File: config.mk
export PLATFORM = sky130hd
export DESIGN_NAME = sar_controller
export DESIGN_NICKNAME = d
export VERILOG_FILES = /design/src/rtl/sar_controller.sv
export SDC_FILE = /design/constraint.sdc
export NUM_CORES = 1
export LEC_CHECK = 0
export CAP_MARGIN = 30
export CORE_MARGIN = 8
export CORE_UTILIZATION = 40
export DETAILED_ROUTE_END_ITERATION = 10
export PLACE_DENSITY = 0.72
export SLEW_MARGIN = 20
export SYNTH_ARGS = -nofsm -noshare
export SYNTH_HDL_FRONTEND = slang
export SYNTH_SLANG_ARGS = --single-unit
export TNS_END_PERCENT = 100
File: constraint.sdc
create_clock -name clk_external -period 2 [get_ports clk_external]
set_clock_uncertainty 0.2 [all_clocks]
set_input_delay 0.6 -clock clk_external [delete_from_list [all_inputs] [get_ports clk_external]]
set_output_delay 0.6 -clock clk_external [all_outputs]
set_load 0.02 [all_outputs]
File: src/rtl/sar_controller.sv
// ----------------------------------------------------------------------------
// sar_controller
//   Successive-approximation ADC sequencer. It tracks the input for
//   SAMPLE_CYCLES clocks, then resolves one bit per clock from MSB to LSB
//   using the external comparator. It publishes the result with one-cycle
//   ready/data_valid pulses.
//
//   Parameters
//     N_BITS        conversion resolution (4..16)
//     SAMPLE_CYCLES track-phase length in clocks (1..15)
//
//   Ports
//     clk_external  in   system clock, all state changes on its rising edge
//     reset         in   synchronous, active-high reset
//     start         in   conversion request, accepted only in IDLE
//     abort         in   cancel a conversion in SAMPLE or CONVERT
//     comp_out      in   comparator result, 1 means Vin >= Vdac(dac_code)
//     sample_en     out  high while the input is tracked
//     register_clk  out  bit-trial enable, high in every CONVERT cycle
//     dac_code      out  current trial code to the capacitive DAC
//     ready         out  one-cycle end-of-conversion pulse
//     data_out      out  last completed result, held until the next one
//     data_valid    out  one-cycle pulse, data_out updated this cycle
//     busy          out  high in any state other than IDLE
// ----------------------------------------------------------------------------
module sar_controller #(
  parameter int N_BITS        = 8,
  parameter int SAMPLE_CYCLES = 2
) (
  input  logic              clk_external,
  input  logic              reset,
  input  logic              start,
  input  logic              abort,
  input  logic              comp_out,
  output logic              sample_en,
  output logic              register_clk,
  output logic [N_BITS-1:0] dac_code,
  output logic              ready,
  output logic [N_BITS-1:0] data_out,
  output logic              data_valid,
  output logic              busy
);

  typedef enum logic [1:0] {IDLE, SAMPLE, CONVERT, DONE} state_t;

  localparam int KW = $clog2(N_BITS);
  localparam int CW = 4;
  localparam logic [KW-1:0]     K_MSB    = KW'(N_BITS - 1);
  localparam logic [CW-1:0]     CNT_LAST = CW'(SAMPLE_CYCLES - 1);
  localparam logic [N_BITS-1:0] MSB_ONLY = {1'b1, {(N_BITS-1){1'b0}}};

  state_t            state, state_next;
  logic [KW-1:0]     k, k_next;
  logic [CW-1:0]     cnt, cnt_next;
  logic [N_BITS-1:0] dac_next, data_out_next;
  logic [N_BITS-1:0] bit_mask, resolved;

  // --------------------------------------------------------------------------
  // Next-state logic
  // --------------------------------------------------------------------------
  always_comb begin
    // NOTE: default assignment first so no path through the case leaves
    // state_next unassigned, which would infer a latch.
    state_next = state;
    case (state)
      IDLE:    if (start && !abort)            state_next = SAMPLE;
      SAMPLE:  if (abort)                      state_next = IDLE;
               else if (cnt == CNT_LAST)       state_next = CONVERT;
      CONVERT: if (abort)                      state_next = IDLE;
               else if (k == '0)               state_next = DONE;
      DONE:                                    state_next = IDLE;
      default:                                 state_next = IDLE;
    endcase
  end

  // --------------------------------------------------------------------------
  // Output / datapath next values, decoded from the state being entered so
  // every output can be registered without an extra cycle of latency.
  // --------------------------------------------------------------------------
  always_comb begin
    bit_mask = N_BITS'(1) << k;
    // Resolve the bit under trial: drop it when the DAC overshot Vin.
    resolved = comp_out ? dac_code : (dac_code & ~bit_mask);

    dac_next      = dac_code;
    data_out_next = data_out;
    k_next        = k;
    cnt_next      = cnt;

    case (state_next)
      IDLE: dac_next = '0;
      SAMPLE: begin
        dac_next = '0;
        cnt_next = (state == SAMPLE) ? cnt + 1'b1 : '0;
      end
      CONVERT: begin
        if (state != CONVERT) begin
          dac_next = MSB_ONLY;
          k_next   = K_MSB;
        end else begin
          // Staying in CONVERT implies k > 0, so the next trial bit exists.
          dac_next = resolved | (bit_mask >> 1);
          k_next   = k - 1'b1;
        end
      end
      DONE: begin
        dac_next      = resolved;
        data_out_next = resolved;
      end
      default: dac_next = '0;
    endcase
  end

  // --------------------------------------------------------------------------
  // State and registered outputs
  // --------------------------------------------------------------------------
  // NOTE: sequential state uses non-blocking assignments so every register
  // samples the values from before this edge, independent of statement order.
  always_ff @(posedge clk_external) begin
    if (reset) begin
      state        <= IDLE;
      k            <= K_MSB;
      cnt          <= '0;
      dac_code     <= '0;
      data_out     <= '0;
      sample_en    <= 1'b0;
      register_clk <= 1'b0;
      ready        <= 1'b0;
      data_valid   <= 1'b0;
      busy         <= 1'b0;
    end else begin
      state        <= state_next;
      k            <= k_next;
      cnt          <= cnt_next;
      dac_code     <= dac_next;
      data_out     <= data_out_next;
      sample_en    <= (state_next == SAMPLE);
      register_clk <= (state_next == CONVERT);
      ready        <= (state_next == DONE);
      data_valid   <= (state_next == DONE);
      busy         <= (state_next != IDLE);
    end
  end

endmodule

==> results of run 1 <==
==> power by group <==
part | leakage (nW) | internal [mW] | total [mW] | switching, mW
logic | 0.496 | 0.0354 | 0.0674 | 0.0320
registers | 0.234 | 0.582 | 0.588 | 0.00586
clock network | 0.0320 | 0.134 | 0.343 | 0.209
==> layer usage <==
layer | GRT usage (%) | vias to the layer above | share of wire (%)
li1 | - | 644 | -
met1 | 16.4 | 594 | 46
met2 | 20.8 | 47 | 45
met3 | 6.18 | 10 | 7.8
met4 | 4.48 | 0 | 1.9
met5 | 0 | - | 0
==> cells in the final DEF, fill, tap and decap left out, drive strengths merged, types with 3 or more instances in the layout <==
cell	synthesis	final
dfxtp	29	29
dlygate4sd2	0	21
a21oi	19	19
o21ai	12	12
buf	5	12
inv	10	10
nor2	8	8
ha	7	7
nand3b	6	6
clkbuf	9	6
nand2	5	5
nand3	5	5
nand4	4	4
nand2b	4	4
o2111ai	4	4
or2	3	3
clkdlybuf4s50	0	3
or3b	3	3
==> cell families after synthesis <==
kind of cell | after synthesis | share of synthesized area, %
simple gates | 50 | 21.8
buf+inv | 24 | 7.90
flops | 29 | 41.2
compound gates | 49 | 21.5
fa+ha+maj | 7 | 6.21
mux | 2 | 1.42
==> state kept, by name, indices dropped and copies added, names as in the netlist <==
name and count:
data_valid 1, data_out 8, dac_code 8, sample_en 1
cnt 4, register_clk 1, busy 1, k 3
state 2
==> worst min-delay path, stage by stage, from the launching register on <==
cell and delay (ns):
dfxtp_1 0.31, o21ai_0 0.06, a21oi_1 0.06
==> through the flow <==
step | setup slack, ns | power, mW
detailed placement | -0.358 | 0.668
floorplan | 0.210 | 0.637
CTS | 0.00924 | 1.00
global placement | -0.309 | 0.665
finish | 0.124 | 0.999
global route | 0.0299 | 1.04
==> cell type report <==
type                            instances  area (um2)
Clock buffer                            6        41.3
Clock inverter                          2        10.0
Fill cell                             362        1590
Inverter                               10        37.5
Multi-Input combinational cell        108         731
Sequential cell                        29         581
Tap cell                               46        57.6
Timing Repair Buffer                   37         317
==> how the worst min path moves through the flow <==
stage,startpoint,endpoint,slack (ns),cells after the start
6_report,data_out[0],data_out[0],0.29,2
5_1_grt,data_out[6],data_out[6],0.31,2
3_3_place_gp,data_out[3],data_out[3],0.27,2
3_5_place_dp,data_out[0],data_out[0],0.28,2
2_1_floorplan,cnt[3],cnt[3],0.28,2
4_1_cts,data_out[0],data_out[0],0.29,2
==> what timing repair did <==
item | 4_1_cts | 5_1_grt
endpoints found under the setup margin | 24 | 9
hold buffers | 0 | 0
gates resized for setup | 23 | 2
==> flow_metrics.tcl, run 1 <==
set metrics [dict create \
    grt_use_total_pct 13.5 \
    overflow 0 \
    endpoint_kind "primary output" \
    area_delta_synth_final_pct 25.8 \
    post-cts-setup-buffers 0 \
    worstSetupPathDepth 1 \
    fin_util_pct 52.8 \
    path_class "flip-flop to primary output" \
    drt_drc_violations_left 0 \
    synth_edf_count 0 \
    final_cells 238 \
    antenna_found_initial 0 \
    yosysTopAreaCell "dfxtp_1" \
    vias 1295 \
    grt_pass1_wl_um 5920 \
    synth.distinct_cells 38 \
    peakVddDrop_uv 314 \
    post-route-min-period_ns 1.88 \
    start_util_pct 41.9 \
    ys_ff_latch 29 \
    place_congestion 0.866 \
    rsz0062_at_grt "no" \
    status "completed" \
    drt_iter0_drc 102 \
    hp-class "flip-flop to flip-flop" \
    synth.area.top_cells "dfxtp_1 41%, a21oi_1 6.7%, ha_1 6.2%" \
    hold_ws_ns 0.286 \
    portBuffers 25 \
    tightest_slew_ns 0.392 \
    hpwlAfterDp_um 2600 \
    r2r_cells 5 \
    row_count 21 \
    cts_made_buffers 5 \
    slew_violations 0 \
    path_buf_inv 1 \
    clockRootBuffer "clkbuf_4" \
    yosysSeqAreaShare_pct 41.2 \
    dieArea_um2 5680 \
    drive_gt1_share_pct 14.6 \
    ff2ff_setup_slack_ns 0.17 \
    grt_max_degree 14 \
    fin_setup_tns_ns 0 \
    setup_viol 0 \
    grt_pass1_vias 1256 \
    power_density_nw_per_um2 563 \
    htree_num_levels 2 \
    path_max_fanout 3 \
    ios 26 \
    worst-endpoint-arrival_ns 1.08 \
    crit_required_ns 1.20 \
    core_um2 3360 \
    dp.cells 230 \
    path_clk_slew_ns 0.10 \
    slowest_stage "dfxtp_1" \
    endpoint "dac_code[7]" \
    reg2reg_from "cnt[1]" \
    clk_latency_ns 0.32 \
    slew_headroom_pct 73.8 \
    vias_per_cell 5.44 \
    synth_cells 161 \
    synth_commonest_cells "29 x dfxtp_1, 19 x a21oi_1, 12 x o21ai_0, 10 x inv_1, 9 x clkbuf_1" \
    synth_warnings 0 \
    dr.pass1.iters 4 \
    synth.avg_cell_area_um2 8.76 \
    cts_tree "done" \
    max_freq_mhz 533 \
    cpPeakStageDelay_ns 0.39 \
    reg2reg_to "cnt[0]" \
    async_reset_ff_share_pct 0 \
    crit_chain "dlygate4sd2_1" \
    timing_hold_violations_final 0 \
    die_w_um 75.4 \
    finalNetCount 203 \
    clkSinkCount 29 \
    finalInstanceArea_um2 1770 \
    post_dp_cell_area_um2 1730 \
    clock_path_buffers 2 \
    crit_family "flip-flops" \
    drt_wl_total_um 3610 \
    min_period_over_period_pct 93.8 \
    wire_per_inst_um 15.2 \
    syn_area_um2 1410 \
    worstSetupStartpointType "flip-flop" \
    cp-startpoint "dac_code[7]" \
    p_leak_nw 0.762 \
    yosysMostFrequentCell "dfxtp_1" \
    die_h_um 75.4 \
    ys.flop_type "dfxtp_1" \
    synth_top_area_share_pct 41.2 \
    syn_nets 173 \
    antenna_left 0 \
    drv_cap 0 \
    n_antenna_cell 0 \
]
(Power assumes the default switching activity.)
==> run 2, diff against run 1 <==
- ABC_CLOCK_PERIOD_IN_PS: unset -> 2000
==> results of run 2 <==
Same layout as run 1: the final DEF is identical, and so are final timing and power.
==> run 3, diff against run 2 <==
- CTS_CLUSTER_DIAMETER: unset -> 60
==> results of run 3 <==
Same layout as run 1: the final DEF is identical, and so are final timing and power.
